### src/rtl/alu_arbiter_if.sv
// Bundle of requester, response and shared-ALU signals for alu_arbiter.
// The arbiter connects through the slave modport; the surrounding system uses master.
interface alu_arbiter_if;
    logic       req0_valid;
    logic       req0_ready;
    logic [1:0] req0_op;
    logic [7:0] req0_a;
    logic [7:0] req0_b;

    logic       req1_valid;
    logic       req1_ready;
    logic [1:0] req1_op;
    logic [7:0] req1_a;
    logic [7:0] req1_b;

    logic       rsp_valid;
    logic       rsp_ready;
    logic       rsp_id;
    logic [7:0] rsp_result;
    logic [7:0] rsp_result2;
    logic [3:0] rsp_flags;
    logic       rsp_carry;
    logic       rsp_err;

    logic [7:0] alu_operand_a;
    logic [7:0] alu_operand_b;
    logic [1:0] alu_operation;
    logic       alu_enable;
    logic [7:0] alu_result;
    logic [7:0] alu_result2;
    logic [3:0] alu_flags;
    logic       alu_carry_out;

    modport slave (
        input  req0_valid, req0_op, req0_a, req0_b,
        output req0_ready,
        input  req1_valid, req1_op, req1_a, req1_b,
        output req1_ready,
        output rsp_valid, rsp_id, rsp_result, rsp_result2, rsp_flags, rsp_carry, rsp_err,
        input  rsp_ready,
        output alu_operand_a, alu_operand_b, alu_operation, alu_enable,
        input  alu_result, alu_result2, alu_flags, alu_carry_out
    );

    modport master (
        output req0_valid, req0_op, req0_a, req0_b,
        input  req0_ready,
        output req1_valid, req1_op, req1_a, req1_b,
        input  req1_ready,
        input  rsp_valid, rsp_id, rsp_result, rsp_result2, rsp_flags, rsp_carry, rsp_err,
        output rsp_ready,
        input  alu_operand_a, alu_operand_b, alu_operation, alu_enable,
        output alu_result, alu_result2, alu_flags, alu_carry_out
    );
endinterface

### src/rtl/alu_arbiter.sv
// Round-robin arbiter sharing one fixed-latency ALU between two requesters.
// Optional macro ALU_ARB_DIVZERO_CHECK_EN: DIV by zero bypasses the ALU and responds with rsp_err.
module alu_arbiter #(
    parameter int unsigned LAT_ADDSUB = 1,
    parameter int unsigned LAT_MULT   = 4,
    parameter int unsigned LAT_DIV    = 8
) (
    input logic           CLK,
    input logic           RESET,
    alu_arbiter_if.slave  bus
);
    typedef enum logic [1:0] {IDLE, ISSUE, WAIT, RESP} state_t;

    state_t     state;
    logic       prio;
    logic       owner;
    logic [3:0] cnt;
    logic [7:0] opa_q, opb_q;
    logic [1:0] op_q;
    logic       en_q;
    logic       rv_q, rid_q, rc_q;
    logic [7:0] rr_q, rr2_q;
    logic [3:0] rf_q;

    logic       grant0, grant1, idle_ok, accept, sel;
    logic [1:0] sel_op;
    logic [7:0] sel_a, sel_b;

    function automatic logic [3:0] lat_of(input logic [1:0] op);
        case (op)
            2'b10:   return 4'(LAT_MULT);
            2'b11:   return 4'(LAT_DIV);
            default: return 4'(LAT_ADDSUB);
        endcase
    endfunction

    // Priority holder wins a tie; a lone valid wins regardless of priority.
    always_comb begin
        grant0  = bus.req0_valid && (!prio || !bus.req1_valid);
        grant1  = bus.req1_valid && (prio || !bus.req0_valid);
        idle_ok = (state == IDLE) && !RESET;
        accept  = idle_ok && (grant0 || grant1);
        sel     = grant1;
        sel_op  = grant1 ? bus.req1_op : bus.req0_op;
        sel_a   = grant1 ? bus.req1_a  : bus.req0_a;
        sel_b   = grant1 ? bus.req1_b  : bus.req0_b;
    end

    assign bus.req0_ready    = idle_ok && grant0;
    assign bus.req1_ready    = idle_ok && grant1;
    assign bus.alu_operand_a = opa_q;
    assign bus.alu_operand_b = opb_q;
    assign bus.alu_operation = op_q;
    assign bus.alu_enable    = en_q;
    assign bus.rsp_valid     = rv_q;
    assign bus.rsp_id        = rid_q;
    assign bus.rsp_result    = rr_q;
    assign bus.rsp_result2   = rr2_q;
    assign bus.rsp_flags     = rf_q;
    assign bus.rsp_carry     = rc_q;

`ifdef ALU_ARB_DIVZERO_CHECK_EN
    logic err_q;
    logic div_zero;
    assign div_zero    = (sel_op == 2'b11) && (sel_b == '0);
    assign bus.rsp_err = err_q;
`else
    assign bus.rsp_err = 1'b0;
`endif

    always_ff @(posedge CLK) begin
        if (RESET) begin
            state <= IDLE;
            prio  <= 1'b0;
            owner <= 1'b0;
            cnt   <= '0;
            opa_q <= '0;
            opb_q <= '0;
            op_q  <= '0;
            en_q  <= 1'b0;
            rv_q  <= 1'b0;
            rid_q <= 1'b0;
            rr_q  <= '0;
            rr2_q <= '0;
            rf_q  <= '0;
            rc_q  <= 1'b0;
`ifdef ALU_ARB_DIVZERO_CHECK_EN
            err_q <= 1'b0;
`endif
        end else begin
            case (state)
                IDLE: if (accept) begin
                    owner <= sel;
                    prio  <= ~sel;
                    opa_q <= sel_a;
                    opb_q <= sel_b;
                    op_q  <= sel_op;
                    cnt   <= lat_of(sel_op);
`ifdef ALU_ARB_DIVZERO_CHECK_EN
                    if (div_zero) begin
                        state <= RESP;
                        rv_q  <= 1'b1;
                        rid_q <= sel;
                        rr_q  <= '0;
                        rr2_q <= '0;
                        rf_q  <= '0;
                        rc_q  <= 1'b0;
                        err_q <= 1'b1;
                    end else begin
                        state <= ISSUE;
                        en_q  <= 1'b1;
                    end
`else
                    state <= ISSUE;
                    en_q  <= 1'b1;
`endif
                end
                // cnt holds edges still to elapse; capture on the edge where it reaches one.
                ISSUE, WAIT: begin
                    en_q <= 1'b0;
                    if (cnt == 4'd1) begin
                        state <= RESP;
                        rv_q  <= 1'b1;
                        rid_q <= owner;
                        rr_q  <= bus.alu_result;
                        rr2_q <= bus.alu_result2;
                        rf_q  <= bus.alu_flags;
                        rc_q  <= bus.alu_carry_out;
`ifdef ALU_ARB_DIVZERO_CHECK_EN
                        err_q <= 1'b0;
`endif
                    end else begin
                        cnt   <= cnt - 4'd1;
                        state <= WAIT;
                    end
                end
                RESP: if (bus.rsp_ready) begin
                    rv_q  <= 1'b0;
                    state <= IDLE;
                end
                default: state <= IDLE;
            endcase
        end
    end
endmodule

### src/flat_wrapper.sv
// flat-port wrapper written by rule: the top's interface ports become plain ports
module alu_arbiter_flat 
#(
    parameter int unsigned LAT_ADDSUB = 1,
    parameter int unsigned LAT_MULT   = 4,
    parameter int unsigned LAT_DIV    = 8
)
  (CLK, RESET, bus_req0_valid, bus_req0_op, bus_req0_a, bus_req0_b, bus_req0_ready, bus_req1_valid, bus_req1_op, bus_req1_a, bus_req1_b, bus_req1_ready, bus_rsp_valid, bus_rsp_id, bus_rsp_result, bus_rsp_result2, bus_rsp_flags, bus_rsp_carry, bus_rsp_err, bus_rsp_ready, bus_alu_operand_a, bus_alu_operand_b, bus_alu_operation, bus_alu_enable, bus_alu_result, bus_alu_result2, bus_alu_flags, bus_alu_carry_out);
  alu_arbiter_if bus_i ();
  input logic CLK;
  input logic RESET;
  input wire logic [$bits(bus_i.req0_valid)-1:0] bus_req0_valid;
  input wire logic [$bits(bus_i.req0_op)-1:0] bus_req0_op;
  input wire logic [$bits(bus_i.req0_a)-1:0] bus_req0_a;
  input wire logic [$bits(bus_i.req0_b)-1:0] bus_req0_b;
  output wire logic [$bits(bus_i.req0_ready)-1:0] bus_req0_ready;
  input wire logic [$bits(bus_i.req1_valid)-1:0] bus_req1_valid;
  input wire logic [$bits(bus_i.req1_op)-1:0] bus_req1_op;
  input wire logic [$bits(bus_i.req1_a)-1:0] bus_req1_a;
  input wire logic [$bits(bus_i.req1_b)-1:0] bus_req1_b;
  output wire logic [$bits(bus_i.req1_ready)-1:0] bus_req1_ready;
  output wire logic [$bits(bus_i.rsp_valid)-1:0] bus_rsp_valid;
  output wire logic [$bits(bus_i.rsp_id)-1:0] bus_rsp_id;
  output wire logic [$bits(bus_i.rsp_result)-1:0] bus_rsp_result;
  output wire logic [$bits(bus_i.rsp_result2)-1:0] bus_rsp_result2;
  output wire logic [$bits(bus_i.rsp_flags)-1:0] bus_rsp_flags;
  output wire logic [$bits(bus_i.rsp_carry)-1:0] bus_rsp_carry;
  output wire logic [$bits(bus_i.rsp_err)-1:0] bus_rsp_err;
  input wire logic [$bits(bus_i.rsp_ready)-1:0] bus_rsp_ready;
  output wire logic [$bits(bus_i.alu_operand_a)-1:0] bus_alu_operand_a;
  output wire logic [$bits(bus_i.alu_operand_b)-1:0] bus_alu_operand_b;
  output wire logic [$bits(bus_i.alu_operation)-1:0] bus_alu_operation;
  output wire logic [$bits(bus_i.alu_enable)-1:0] bus_alu_enable;
  input wire logic [$bits(bus_i.alu_result)-1:0] bus_alu_result;
  input wire logic [$bits(bus_i.alu_result2)-1:0] bus_alu_result2;
  input wire logic [$bits(bus_i.alu_flags)-1:0] bus_alu_flags;
  input wire logic [$bits(bus_i.alu_carry_out)-1:0] bus_alu_carry_out;
  assign bus_i.req0_valid = bus_req0_valid;
  assign bus_i.req0_op = bus_req0_op;
  assign bus_i.req0_a = bus_req0_a;
  assign bus_i.req0_b = bus_req0_b;
  assign bus_req0_ready = bus_i.req0_ready;
  assign bus_i.req1_valid = bus_req1_valid;
  assign bus_i.req1_op = bus_req1_op;
  assign bus_i.req1_a = bus_req1_a;
  assign bus_i.req1_b = bus_req1_b;
  assign bus_req1_ready = bus_i.req1_ready;
  assign bus_rsp_valid = bus_i.rsp_valid;
  assign bus_rsp_id = bus_i.rsp_id;
  assign bus_rsp_result = bus_i.rsp_result;
  assign bus_rsp_result2 = bus_i.rsp_result2;
  assign bus_rsp_flags = bus_i.rsp_flags;
  assign bus_rsp_carry = bus_i.rsp_carry;
  assign bus_rsp_err = bus_i.rsp_err;
  assign bus_i.rsp_ready = bus_rsp_ready;
  assign bus_alu_operand_a = bus_i.alu_operand_a;
  assign bus_alu_operand_b = bus_i.alu_operand_b;
  assign bus_alu_operation = bus_i.alu_operation;
  assign bus_alu_enable = bus_i.alu_enable;
  assign bus_i.alu_result = bus_alu_result;
  assign bus_i.alu_result2 = bus_alu_result2;
  assign bus_i.alu_flags = bus_alu_flags;
  assign bus_i.alu_carry_out = bus_alu_carry_out;
  alu_arbiter #(.LAT_ADDSUB(LAT_ADDSUB), .LAT_MULT(LAT_MULT), .LAT_DIV(LAT_DIV)) u_core (.CLK(CLK), .RESET(RESET), .bus(bus_i));
endmodule
### config.mk
export PLATFORM = sky130hd
export DESIGN_NAME = alu_arbiter_flat
export DESIGN_NICKNAME = d
export VERILOG_FILES = /design/src/rtl/alu_arbiter_if.sv /design/src/rtl/alu_arbiter.sv /design/src/flat_wrapper.sv
export SDC_FILE = /design/constraint.sdc
export NUM_CORES = 1
export LEC_CHECK = 0
export CORE_MARGIN = 4
export CORE_UTILIZATION = 44
export CTS_BUF_LIST = sky130_fd_sc_hd__clkbuf_4 sky130_fd_sc_hd__clkbuf_8
export CTS_CLUSTER_DIAMETER = 120
export DETAILED_ROUTE_END_ITERATION = 6
export GPL_TIMING_DRIVEN = 0
export PLACE_DENSITY = 0.87
export SETUP_SLACK_MARGIN = 0.3
export SYNTH_ARGS = -nofsm -noshare
export SYNTH_HDL_FRONTEND = slang
export SYNTH_SLANG_ARGS = --single-unit
### constraint.sdc
create_clock -name CLK -period 4.3 [get_ports CLK]
set_clock_uncertainty 0.05 [all_clocks]
set_input_delay 0.43 -clock CLK [delete_from_list [all_inputs] [get_ports CLK]]
set_output_delay 0.43 -clock CLK [all_outputs]
set_load 0.005 [all_outputs]
; Word level (Yosys, flattened, before mapping)
; Cells that the tools add are included.
[op_classes]
add_sub_neg = 1
eq_ne = 10
mux = 16
n_bitwise = 1
reduce_logical = 23
[ops]
columns = operator, n
row1 = $mux W8, 2
row2 = $pmux W4 S2, 2
row3 = $eq A2 B2 Y1 const B, 4
row4 = $mux W4, 2
row5 = $reduce_and A2 Y1, 4
row6 = $logic_and A1 B1 Y1, 6
row7 = $mux W2, 3
row8 = $pmux W2 S3, 1
row9 = $reduce_and A3 Y1, 2
row10 = $eq A4 B1 Y1 const B, 1
row11 = $logic_not A1 Y1, 4
row12 = $mux W1, 4
row13 = $ne A2 B1 Y1 const B, 2
row14 = $ne A2 B2 Y1 const B, 2
row15 = $pmux W1 S2, 2
row16 = $reduce_bool A2 Y1, 2
row17 = $sub A4 B1 Y4 const B, 1
row18 = $logic_or A1 B1 Y1, 3
row19 = $eq A2 B1 Y1 const B, 1
row20 = $logic_not A2 Y1, 1
row21 = $reduce_or A2 Y1, 1
row22 = $not A1 Y1, 1
[totals]
register_bits = 50
word_cells = 65

; Depth between registers and ports, before layout
; Gate-level depths: netlist of run 1.
[logic_depth]
word_depth = 8
mapped_depth = 8
mapped_depth_nobuf = 6

; Worst setup path before layout of run 1
; OpenSTA, ideal clock, no wires.
[synth_timing]
path_kind = reg-to-reg
from = reg u_core.state[0]
to = reg u_core.cnt[1]
setup_time_ps = 70
t_arrival_ps = 1703
setup_slack_ps = 2477
stages_incl_launch_ff = 7
n_path_buf = 0
path_cell_list = dfxtp_1 -> inv_1 -> ha_1 -> inv_2 -> mux2_4 -> or4_1 -> a21oi_1
[synth_via]
elab_chain_cells = 5
word_cells_on_any_way = 11
classes_between = eq/ne (4) / mux (1) / reduce/logical (6)
[synth_rtl]
columns = item, line_no
row1 = start: declaration, alu_arbiter.sv:14  ; state_t state;
row2 = start signal: assignment, alu_arbiter.sv:73  ; state <= IDLE;
row3 = start signal: assignment, alu_arbiter.sv:114  ; state <= ISSUE;
row4 = start signal: assignment, alu_arbiter.sv:122  ; state <= RESP;
row5 = $logic_not A2 Y1, "alu_arbiter.sv:41, alu_arbiter.sv:91"
row6 = $logic_and A1 B1 Y1, alu_arbiter.sv:41  ; idle_ok = (state == IDLE) && !RESET;
row7 = $logic_and A1 B1 Y1, alu_arbiter.sv:42  ; accept = idle_ok && (grant0 || grant1);
row8 = $ne A2 B1 Y1 (no line), --
row9 = $reduce_and A3 Y1 (no line), --
row10 = end signal: assignment, alu_arbiter.sv:98  ; cnt <= lat_of(sel_op);
row11 = end signal: assignment, alu_arbiter.sv:133  ; cnt <= cnt - 4'd1;
row12 = end: declaration, alu_arbiter.sv:17  ; logic [3:0] cnt;
; Several ways; a longest one is shown, not always the timed one.
; A chain may end at the register's enable or synchronous reset.

; Final worst setup path of run 1
[layout_timing]
from = in bus_req0_valid
to = out bus_req1_ready
[layout_via]
elab_chain_cells = 4
[layout_rtl]
columns = item, line_no
row1 = start: declaration, flat_wrapper.sv:12  ; input wire logic [$bits(bus_i.req0_valid)-1:0] bus_req0_valid;
row2 = $logic_not A1 Y1, alu_arbiter.sv:40  ; grant1 = bus.req1_valid && (prio || !bus.req0_valid);
row3 = $logic_or A1 B1 Y1, alu_arbiter.sv:40
row4 = $logic_and A1 B1 Y1, alu_arbiter.sv:40
row5 = $logic_and A1 B1 Y1, alu_arbiter.sv:50  ; assign bus.req1_ready = idle_ok && grant1;
row6 = end: declaration, flat_wrapper.sv:21  ; output wire logic [$bits(bus_i.req1_ready)-1:0] bus_req1_ready;
; Every way passes these cells.

==> run_results.csv, run 1 <==
group,metric,value,unit
setup_path,required,3820,ps
cells_and_area,diodes,0,
global_route,grt_max_degree,16,
setup_path,path_max_fanout,10,
synth,synth_warnings,0,
setup_path,path_class,"input port to output port",
power,powerDensity,476,nW/um^2
timing,tns,0,ps
clocking,cts_resized,0,
timing,fmax,348,MHz
power,p_leak,1.23,nW
global_route,antenna_found_initial,0,
synth,synth_flop_cell,"dfxtp_1",
cells_and_area,layout_commonest_cell,"clkdlybuf4s50_1",
synth,netlist_area,2110,sq um
routing,drc_errors,0,
setup_path,cp-start-kind,"input port",
synth,synth_edf_count,0,
floorplan,core_area,4500,sq um
routing,firstDrtPassIters,5,
synth,ys_types,35,
synth,syn_area_per_cell,8.42,sq um
routing,post_drt_wl_per_cell,14.3,microns
timing,maxSlewViolCount,0,
global_route,grt_pass1_vias,2063,
power,total_power,1.58,mW
clocking,clkSinkCount,50,
setup_path,cp-end-kind,"output port",
routing,drt-total-wl,5.95,mm
global_route,overflow,0,
floorplan,die_y,77.3,microns
timing,fin_crit,2870,ps
cells_and_area,nFillCells,336,
synth,synth_top_area_frac,0.473,
floorplan,io_pins,107,
cells_and_area,area_growth,56.8,%
synth,synthArstFlopShare,0,
synth,synth_top_area_cell,"dfxtp_1",
flow_run,cap_violations,0,
clocking,cts_root_buf,"clkbuf_8",
floorplan,start_util,0.469,
timing,relSlewSlack,0.639,
synth,ys_seq_area_frac,0.473,
timing,setup_viol,0,
cells_and_area,most-common-layout-cells,"clkdlybuf4s50_1, nand2_1, dfxtp_1",
synth,synth_seq_cells,50,
placed_design,port_buffers,104,
run_status,status,"finished clean",
routing,vias,2189,
timing,tightest_slew,540,ps
cells_and_area,drive_above_1_share,0.0579,
routing,drtIter0Drc,182,
global_route,grt_pass1_wl,9.59,mm
placed_design,hpwlAfterDp,4.45,mm
routing,ant_nets,0,
worst_hold_path,hold_class,"input port to flip-flop",
floorplan,placement_rows,24,
floorplan,dieWidth,77.3,microns
placed_design,gp_congestion,0.786,
clocking,cts_made_buffers,5,
synth,synth.area.top_cells,"dfxtp_1, nand2_1, a222oi_1",
setup_path,arrival,2390,ps
synth,syn_inst,251,
routing,vias_per_cell,5.27,
clocking,hold_buffers,0,
cells_and_area,fin_nets,428,
global_route,track_usage,0.195,
clocking,cts_max_path_buffers,2,
floorplan,die-area,5980,sq um
timing,rsz0062_at_grt,"false",
clocking,cts_tree,"done",
clocking,clock_latency,300,ps
power,irDropWorstVdd,0.000228,V
synth,syn_nets,317,
clocking,cts_setup_buffers,0,
timing,fin_crit_sh,0.668,
clocking,h-tree-depth,2,
timing,finalHoldViolations,0,
clocking,clkTransAtPathRegs,90,ps
## critical path: stages
cell,delay [ps]
clkdlybuf4s50_1,510
nand2b_1,110
buf_2,180
and3_1,170
buf_2,200
buf_2,250
clkdlybuf4s50_1,540
## state kept, by name, summed over array words and instances (netlist names)
name / count
u_core.bus.alu_operation: 2
u_core.prio: 1
u_core.bus.rsp_result2: 8
u_core.bus.rsp_id: 1
u_core.cnt: 4
u_core.owner: 1
u_core.bus.rsp_flags: 4
u_core.bus.alu_operand_b: 8
u_core.bus.alu_operand_a: 8
u_core.bus.alu_enable: 1
u_core.bus.rsp_carry: 1
u_core.bus.rsp_result: 8
u_core.state: 2
u_core.bus.rsp_valid: 1
## layer usage
| layer | track usage | wire, microns | part of all wire |
|---|---|---|---|
| met4 | 0.0641 | 74 | 0.012 |
| met3 | 0.0457 | 433 | 0.073 |
| met1 | 0.227 | 2430 | 0.41 |
| met2 | 0.351 | 3010 | 0.51 |
| met5 | 0 | 0 | 0 |
## power breakdown
group / switching, mW / internal (mW) / total [mW] / leakage [nW]
clock network: 0.152 / 0.129 / 0.281 / 0.0472
registers: 0.0639 / 0.561 / 0.625 / 0.408
logic: 0.316 / 0.355 / 0.671 / 0.772
total: 0.532 / 1.05 / 1.58 / 1.23
## area by class of cell
class / count / area (sq um) / area share
multi-input combinational: 172 / 983 / 0.297
clock buffer: 6 / 82.6 / 0.0249
timing repair buffer: 104 / 1040 / 0.314
buffer: 20 / 96.3 / 0.0291
inverter: 9 / 33.8 / 0.0102
clock inverter: 2 / 12.5 / 0.00377
sequential: 50 / 1000 / 0.302
tap: 52 / 65.1 / 0.0196
## cells by family (layout without fill, tap and decap cells)
family | Yosys count | count (layout) | synth area share
AO/OA/AOI/OAI | 63 | 63 | 0.212
adder cells (fa/ha/maj) | 4 | 4 | 0.0237
buffers and inverters | 29 | 141 | 0.0615
flip-flops | 50 | 50 | 0.473
multiplexers | 4 | 4 | 0.0213
other | 1 | 1 | 0.00177
AND/OR/NAND/NOR | 100 | 100 | 0.206
## worst paths after layout
kind / depth (start not counted) / start / endpoint / slack, ps
worst max-delay path: 7 / bus_req0_valid / bus_req1_ready / 1430
worst min-delay path: 3 / RESET / u_core.prio$_SDFFE_PP0P_ / 370
worst max register to register: 7 / u_core.state[0]$_SDFFE_PP0P_ / u_core.bus.rsp_flags[2]$_SDFFE_PP0P_ / 2270
worst min register to register: 2 / u_core.bus.rsp_result[1]$_SDFFE_PP0P_ / u_core.bus.rsp_result[1]$_SDFFE_PP0P_ / 410
## cells in the mapped netlist, drive strengths merged, types with 2 or more instances
| cell type | number |
|---|---|
| mux2i | 3 |
| ha | 4 |
| a21oi | 27 |
| nand3 | 4 |
| nand2b | 5 |
| clkbuf | 10 |
| nand2 | 51 |
| a222oi | 14 |
| and3 | 2 |
| nor3 | 2 |
| buf | 10 |
| a311oi | 5 |
| o21bai | 3 |
| a31oi | 2 |
| nand4 | 3 |
| nor2b | 4 |
| inv | 9 |
| a2bb2oi | 2 |
| nor2 | 26 |
| dfxtp | 50 |
| o21ai | 5 |
| o211ai | 2 |
## metrics by stage
| stage | area (sq um) | hold WS (ps) | setup slack [ps] | util | instances |
|---|---|---|---|---|---|
| floorplan | 2110 | 382 | 2480 | - | 251 |
| global placement | 3220 | 391 | 1490 | 0.715 | 407 |
| detailed placement | 3220 | 396 | 1470 | 0.715 | 407 |
| CTS | 3320 | 371 | 1460 | 0.736 | 415 |
| global route | 3320 | 393 | 1340 | 0.736 | 415 |
| finish | 3320 | 373 | 1430 | 0.736 | 415 |
Power figures use the tool's default switching activity.
==> inputs of run 2 (changes only) <==
--- a/config.mk
+++ b/config.mk
@@ -6,12 +6,12 @@
 export NUM_CORES = 1
 export LEC_CHECK = 0
 export CORE_MARGIN = 4
-export CORE_UTILIZATION = 44
+export CORE_UTILIZATION = 37
 export CTS_BUF_LIST = sky130_fd_sc_hd__clkbuf_4 sky130_fd_sc_hd__clkbuf_8
 export CTS_CLUSTER_DIAMETER = 120
 export DETAILED_ROUTE_END_ITERATION = 6
 export GPL_TIMING_DRIVEN = 0
-export PLACE_DENSITY = 0.87
+export PLACE_DENSITY = 0.78
 export SETUP_SLACK_MARGIN = 0.3
 export SYNTH_ARGS = -nofsm -noshare
 export SYNTH_HDL_FRONTEND = slang
==> constraint.sdc (replaced) <==
create_clock -name CLK -period 2.4 [get_ports CLK]
set_clock_uncertainty 0.05 [all_clocks]
set_input_delay 0.24 -clock CLK [delete_from_list [all_inputs] [get_ports CLK]]
set_output_delay 0.24 -clock CLK [all_outputs]
set_load 0.005 [all_outputs]
==> run 2 against run 1 <==
Effect of this change: hold slack lost 180 ps; wire length grew 1.7%; register-to-register slack lost 1700 ps; critical endpoint unchanged; largest cell class unchanged; highest routed layer unchanged.
==> run_results.csv, run 2 (synthesis gave the netlist of run 1 again) <==
group,metric,value,unit
cells_and_area,nFillCells,484,
cells_and_area,multi_input_area,1010,sq um
global_route,antenna_found_initial,0,
timing,setup_viol,0,
routing,post_drt_wl_per_cell,13.8,microns
power,clockPowerShare,0.202,
timing,tightest_slew,568,ps
routing,vias_per_cell,5.07,
placed_design,port_buffers,104,
floorplan,start_util,0.382,
routing,vias,2222,
placed_design,hpwlAfterDp,4.48,mm
cells_and_area,final_util,0.622,
clocking,cts_made_buffers,5,
clocking,cts_tree,"done",
clocking,clock_latency,300,ps
routing,firstDrtPassIters,4,
power,powerDensity,882,nW/um^2
global_route,grt_pass1_vias,2194,
setup_path,crit_slowest_cell,"dfxtp_2",
routing,ant_nets,0,
setup_path,critPathLaunch,"u_core.state[1]$_SDFFE_PP0P_",
power,seqPwrFrac,0.371,
cells_and_area,fin_nets,431,
floorplan,die_y,83.6,microns
cells_and_area,most-common-layout-cells,"clkdlybuf4s50_1, nand2_1, dfxtp_1",
cells_and_area,area_growth,63.1,%
power,pwr-share-comb,0.427,
global_route,overflow,0,
clocking,clkSinkCount,50,
clocking,cts_root_buf,"clkbuf_8",
setup_path,r2r-start,"u_core.state[1]$_SDFFE_PP0P_",
placed_design,placed_cells,427,
timing,fin_crit,1980,ps
setup_path,max_stage_delay,350,ps
power,p_sw,1.01,mW
worst_hold_path,hold_class,"input port to flip-flop",
clocking,hold_buffers,0,
routing,drtIter0Drc,176,
timing,finalHoldViolations,0,
global_route,grt_pass1_wl,10.1,mm
setup_path,worst_path_most_repeated_cell,"buf_6",
setup_path,arrival,1690,ps
floorplan,die-area,6990,sq um
power,switching_share,0.331,
routing,drt-total-wl,6.05,mm
timing,tns,0,ps
power,p_int,2.03,mW
setup_path,required,2110,ps
cells_and_area,drive_above_1_share,0.0874,
cells_and_area,final_cells,438,
setup_path,cp-start-kind,"flip-flop",
setup_path,cp-end-kind,"output port",
clocking,h-tree-depth,2,
power,total_power,3.04,mW
setup_path,path_max_fanout,10,
global_route,track_usage,0.172,
cells_and_area,regArea,1000,sq um
cells_and_area,layout_commonest_cell,"clkdlybuf4s50_1",
timing,maxSlewViolCount,0,
clocking,cts_max_path_buffers,2,
setup_path,path_class,"flip-flop to output port",
cells_and_area,fin_area,3450,sq um
clocking,clkTransAtPathRegs,100,ps
floorplan,core_area,5540,sq um
routing,drc_errors,0,
placed_design,gp_congestion,0.726,
placed_design,placed_area,3250,sq um
global_route,grt_max_degree,18,
timing,rsz0062_at_grt,"false",
worst_hold_path,min-delay-start,"RESET",
setup_path,path_cells,"inv_2 > ha_4 > nor2b_4 > and3_4 > buf_6 > buf_6 > dlygate4sd2_1",
floorplan,dieWidth,83.6,microns
timing,fmax,504,MHz
power,p_leak,1.27,nW
floorplan,io_pins,107,
cells_and_area,diodes,0,
timing,relSlewSlack,0.619,
timing,fin_crit_sh,0.826,
flow_run,cap_violations,0,
power,irDropWorstVdd,0.000390,V
run_status,status,"finished clean",
floorplan,placement_rows,27,
## run 2: layout make-up
| class | instances | share of cell area |
|---|---|---|
| timing repair buffer | 107 | 0.307 |
| multi-input combinational | 172 | 0.294 |
| sequential | 50 | 0.291 |
| buffer | 20 | 0.0377 |
| tap | 72 | 0.0261 |
| clock buffer | 5 | 0.0200 |
| clock inverter | 3 | 0.0142 |
| inverter | 9 | 0.00980 |
## run 2: path summary, 6_finish.rpt
check,slack [ps],cells after the start,to
setup / recovery,420,7,bus_req1_ready
hold / removal,190,3,u_core.prio$_SDFFE_PP0P_
setup reg to reg,560,7,u_core.bus.rsp_result2[0]$_SDFFE_PP0P_
hold reg to reg,410,2,u_core.bus.rsp_result[4]$_SDFFE_PP0P_
## run 2: per-stage QoR
stage	worst slack (ps)	hold WS (ps)
floorplan	577	326
global placement	-66.3	391
detailed placement	-89.4	398
CTS	410	182
global route	311	209
finish	417	190
## run 2: power groups by stage
stage / registers (mW) / logic, mW / clock network (mW)
5_1_grt: 1.15 / 1.45 / 0.674
4_1_cts: 1.13 / 1.30 / 0.634
3_3_place_gp: 1.13 / 1.18 / 0
2_1_floorplan: 1.13 / 0.685 / 0
3_5_place_dp: 1.14 / 1.20 / 0
6_report: 1.13 / 1.30 / 0.615
## run 2: timing repair
item                       in CTS  in global routing
buffers inserted                3                  0
gates resized for setup        23                  1
setup endpoints to repair       2                  1
pin swaps                       1                  0
## run 2: layer usage
metal | global-route usage | routed length (microns) | vias up
li1 | - | - | 1113
met1 | 0.200 | 2370 | 1029
met2 | 0.298 | 3110 | 72
met3 | 0.0681 | 500 | 8
met4 | 0.0380 | 58 | 0
met5 | 0 | 0 | -
## run 2: worst max-delay path: cells and delay by family (launching register included)
family	cells	cell delay (ps)
flip-flops	1	350
buffers and inverters	4	570
AND/OR/NAND/NOR	2	340
adder cells (fa/ha/maj)	1	130
==> patch 1, RTL diff (flow settings as in run 2) <==
The 4 states of `state_t` get a one-hot encoding in 4 bits.
--- a/src/rtl/alu_arbiter.sv
+++ b/src/rtl/alu_arbiter.sv
@@ -10,5 +10,5 @@
     alu_arbiter_if.slave  bus
 );
-    typedef enum logic [1:0] {IDLE, ISSUE, WAIT, RESP} state_t;
+    typedef enum logic [3:0] {IDLE = 4'b0001, ISSUE = 4'b0010, WAIT = 4'b0100, RESP = 4'b1000} state_t;
 
     state_t     state;
Formal check against the unedited RTL: no difference found for any inputs over 10 cycles, from zero or initial values and one cycle with RESET high; not proved beyond that.
==> patch 1 against run 2 <==
Synthesized cell count is 8.0% lower; non-clock buffer count is 6 higher; fmax fell by 15%; wire length increased by 3.5%; largest cell class unchanged; first-iteration DRC count is 72% lower; synthesized area up 3.3%; setup slack got worse by 0.35 ns; sequential cell count is 2 higher; cell area grew 5.6%.
Power is not compared: it rests on default switching activity, and its combinational part moved more than twofold at a synthesized area within 25%.
==> patch 1: results (changes against run 2) <==
| Metric | Value |
|---|---|
| Gp weighted congestion | 0.753 (+3.7%) |
| Hold Startpoint | bus_req1_valid |
| Yosys cell types | 44 (+26%) |
| Setup CP Type | reg2reg |
| Ant diodes | 0 (unchanged) |
| Register area share after synthesis | 0.477 (+0.00342) |
| DR vias | 2068 (-6.9%) |
| Detailed Route Iter0 Violations | 49 (-72%) |
| Leading post-synthesis cells by cell area | dfxtp_1 48%, mux2i_1 10%, nand2_1 6.4% |
| Fillers | 505 (+4.3%) |
| Nets@finish | 423 (-1.9%) |
| Most common cell in the synthesized netlist | dfxtp_1 |
| Placed inst area | 0.00330 sq mm (+1.8%) |
| R2r startpoint | u_core.state[2] |
| Critical Path AT | 2.53 ns (+0.84 ns) |
| First-pass GRT wire length | 9.85 mm (-2.1%) |
| Global Route Usage Sum | 0.166 (-0.00582) |
| Synth cell count leaders | 52 x dfxtp_1, 37 x nand2_1, 31 x nor2_1 |
| Worst-path clk slew | 0.09 ns |
| Vias in the first global route | 2132 (-2.8%) |
| Pin count of the biggest net entering global routing | 17 (-1) |
| Net Count, Synth | 295 (-6.9%) |
| Worst-Margin Slew | 0.532 ns (-0.0362 ns) |
| Worst-path maximum fanout | 8 (-2) |
| Layout cells sized above 1 | 0.150 (+0.0626) |
| Port bufs | 103 (-0.96%) |
| Outcome | complete, no violations |
| DP Wirelength | 4.50 mm (+0.50%) |
## patch 1: critical path: stages, from the launching register on
cell	delay (ns)
dfxtp_4	0.37
or4b_4	0.54
nor4_4	0.28
buf_4	0.16
buf_6	0.08
buf_6	0.08
buf_6	0.08
buf_6	0.08
buf_6	0.08
buf_6	0.08
buf_6	0.08
buf_6	0.08
buf_8	0.12
nand2_2	0.05
nand2_1	0.05
## patch 1: area by class of cell
cell class	instances	area, sq um	area share
Buffer	12	98.8	0.0271
Clock buffer	6	82.6	0.0227
Clock inverter	2	38.8	0.0107
Inverter	8	30.0	0.00825
Multi-Input combinational cell	159	1030	0.283
Sequential cell	52	1050	0.289
Tap cell	72	90.1	0.0247
Timing Repair Buffer	121	1220	0.335
## patch 1: path summary, 6_finish.rpt
check | end | depth (start not counted) | slack [ns]
worst max-delay path | u_core.bus.alu_operand_a[5] | 14 | 0.06
worst min-delay path | u_core.bus.alu_operation[0] | 3 | 0.25
worst min register to register | u_core.bus.alu_operation[1] | 2 | 0.42
worst max register to register | u_core.bus.alu_operand_a[5] | 14 | 0.06
## patch 1: repair_timing
item | CTS | global route
hold buffers | 0 | 0
pin swaps | 3 | 7
cloned | 0 | 0
gates resized for setup | 6 | 22
buffers inserted | 15 | 3
setup endpoints to repair | 2 | 9
## patch 1: layer usage
metal / share of wire / vias up / GRT usage
met4: 0.0078 / 0 / 0.0360
met2: 0.51 / 64 / 0.299
li1: - / 1051 / -
met3: 0.083 / 6 / 0.0699
met1: 0.40 / 947 / 0.183
met5: 0 / - / 0
## patch 1: cell families (layout without fill, tap and decap cells)
| logic type | Yosys count | in the layout | synth area share |
|---|---|---|---|
| muxes | 23 | 23 | 0.106 |
| other | 1 | 1 | 0.00172 |
| DFF | 52 | 52 | 0.477 |
| adders and majority gates | 2 | 2 | 0.0115 |
| xor gates and xnor gates | 1 | 1 | 0.00401 |
| AOI/OAI and AO/OA | 38 | 38 | 0.126 |
| and+or+nand+nor | 94 | 94 | 0.217 |
| buffers and inverters | 20 | 149 | 0.0573 |
## patch 1: through the flow
| step | instances | setup TNS [ns] | setup WS [ns] | hold slack (ns) | utilization |
|---|---|---|---|---|---|
| 6_report | 432 | 0 | 0.0637 | 0.251 | 0.649 |
| 5_1_grt | 432 | 0 | 0.00448 | 0.286 | 0.649 |
| 4_1_cts | 429 | 0 | 0.129 | 0.247 | 0.634 |
| 3_5_place_dp | 406 | -0.0639 | -0.0639 | 0.405 | 0.589 |
| 3_3_place_gp | 406 | -0.0821 | -0.0821 | 0.390 | 0.589 |
| 2_1_floorplan | 231 | 0 | 0.652 | 0.289 | - |
## patch 1: power breakdown
| part | switching [mW] | internal [mW] |
|---|---|---|
| Clock | 0.298 | 0.341 |
| Combinational | 0.208 | 0.333 |
| Sequential | 0.0530 | 0.937 |
| Total | 0.558 | 1.61 |
==> patch 2, RTL diff (settings of run 2) <==
Made on the original files. Add a define of `ALU_ARB_DIVZERO_CHECK_EN`.
--- a/src/rtl/alu_arbiter.sv
+++ b/src/rtl/alu_arbiter.sv
@@ -1,4 +1,6 @@
 // Round-robin arbiter sharing one fixed-latency ALU between two requesters.
 // Optional macro ALU_ARB_DIVZERO_CHECK_EN: DIV by zero bypasses the ALU and responds with rsp_err.
+`define ALU_ARB_DIVZERO_CHECK_EN
+
 module alu_arbiter #(
     parameter int unsigned LAT_ADDSUB = 1,
Formal check against the unedited RTL: not equivalent (Yosys sat finds a counterexample within 4 cycles, from zero or initial values and one cycle with RESET high).
==> patch 2 against run 2 <==
Setup slack got worse by 0.040 ns; sequential cell count increased by 1; synthesized area increased by 17%; die area is 15% higher; first-iteration DRC count shrank 30%; total power rose by 1.5%; wire length is 19% higher; highest routed layer unchanged; via count is 14% higher; fmax is 2.0% lower; combinational power up 5%; critical path type is now in2reg; cell area is 12% higher.
==> patch 2: results (changes against run 2) <==
| Metric | Value |
|---|---|
| Outcome | complete, no violations |
| Max frequency | 0.494 GHz (-2.0%) |
| Leak pwr | 1.45 nW (+14%) |
| Psw | 1.11 mW (+9.9%) |
| Detailed Route Iter0 Violations | 124 (-30%) |
| Leading post-synthesis cells by cell area | dfxtp_1 41%, a32o_1 8.5%, nor3b_1 7.3% |
| Max IR drop VDD | 432 uV (+11%) |
| Multi-input gate area | 0.00134 sq mm (+32%) |
| Worst slack, placed | -0.424 ns (-0.334 ns) |
| Port bufs | 105 (+0.96%) |
| Pin count of the biggest net entering global routing | 16 (-2) |
| DRT Wirelength | 7.21 mm (+19%) |
| Vias in the first global route | 2460 (+12%) |
| Post-CTS Setup Repair Bufs | 2 (-1) |
| Worst R2R Path Depth | 9 (+2) |
| Net Count, Synth | 342 (+7.9%) |
| Placed cell count | 456 (+6.8%) |
| CP top delay family | compound AO/OA/AOI/OAI gates |
| Worst-Margin Slew | 0.546 ns (-0.0222 ns) |
| Met3 WL post-DR | 661 um (+32%) |
| Fillers | 559 (+15%) |
| Non-Clock Buffer Count | 131 (+3.1%) |
| First-pass GRT wire length | 11.3 mm (+12%) |
| Reg2reg setup slack | 0.40 ns (-0.16 ns) |
| Hold Startpoint | bus_req0_valid |
| Multi-In Gates | 190 (+10%) |
| Yosys cell types | 42 (+20%) |
| # clk buffers | 6 (+1) |
| DP Wirelength | 5.23 mm (+17%) |
| DIE WIDTH | 89.7 um (+7.3%) |
| Gp weighted congestion | 0.906 (+25%) |
| Clk tree area frac | 0.0306 (-0.00353) |
| Register area share after synthesis | 0.414 (-0.0596) |
-- patch 2: cell types whose count changed after synthesis, moves of 7 or more --
cell | before | now
a222oi_1 | 14 | 0
a32o_1 | 0 | 21
a311oi_1 | 5 | 12
nor3b_1 | 0 | 24
nand2_1 | 51 | 33
a21oi_1 | 27 | 15
-- patch 2: logic make-up (layout without fill, tap and decap cells) --
logic type / count (synthesis) / in the layout / synth area share
AND/OR/NAND/NOR: 102 / 102 / 0.214
AO/OA/AOI/OAI: 79 / 79 / 0.263
flip-flops: 51 / 51 / 0.414
buffers and inverters: 33 / 150 / 0.0664
adder cells (fa/ha/maj): 6 / 6 / 0.0304
multiplexers: 3 / 3 / 0.0127
-- patch 2: power by group through the flow --
stage,sequential (mW),clock (mW),combinational (mW)
after floorplan,1.11,0,0.749
after global placement,1.11,0,1.23
after detailed placement,1.11,0,1.25
after CTS,1.10,0.634,1.32
after global routing,1.12,0.670,1.52
final,1.10,0.620,1.37
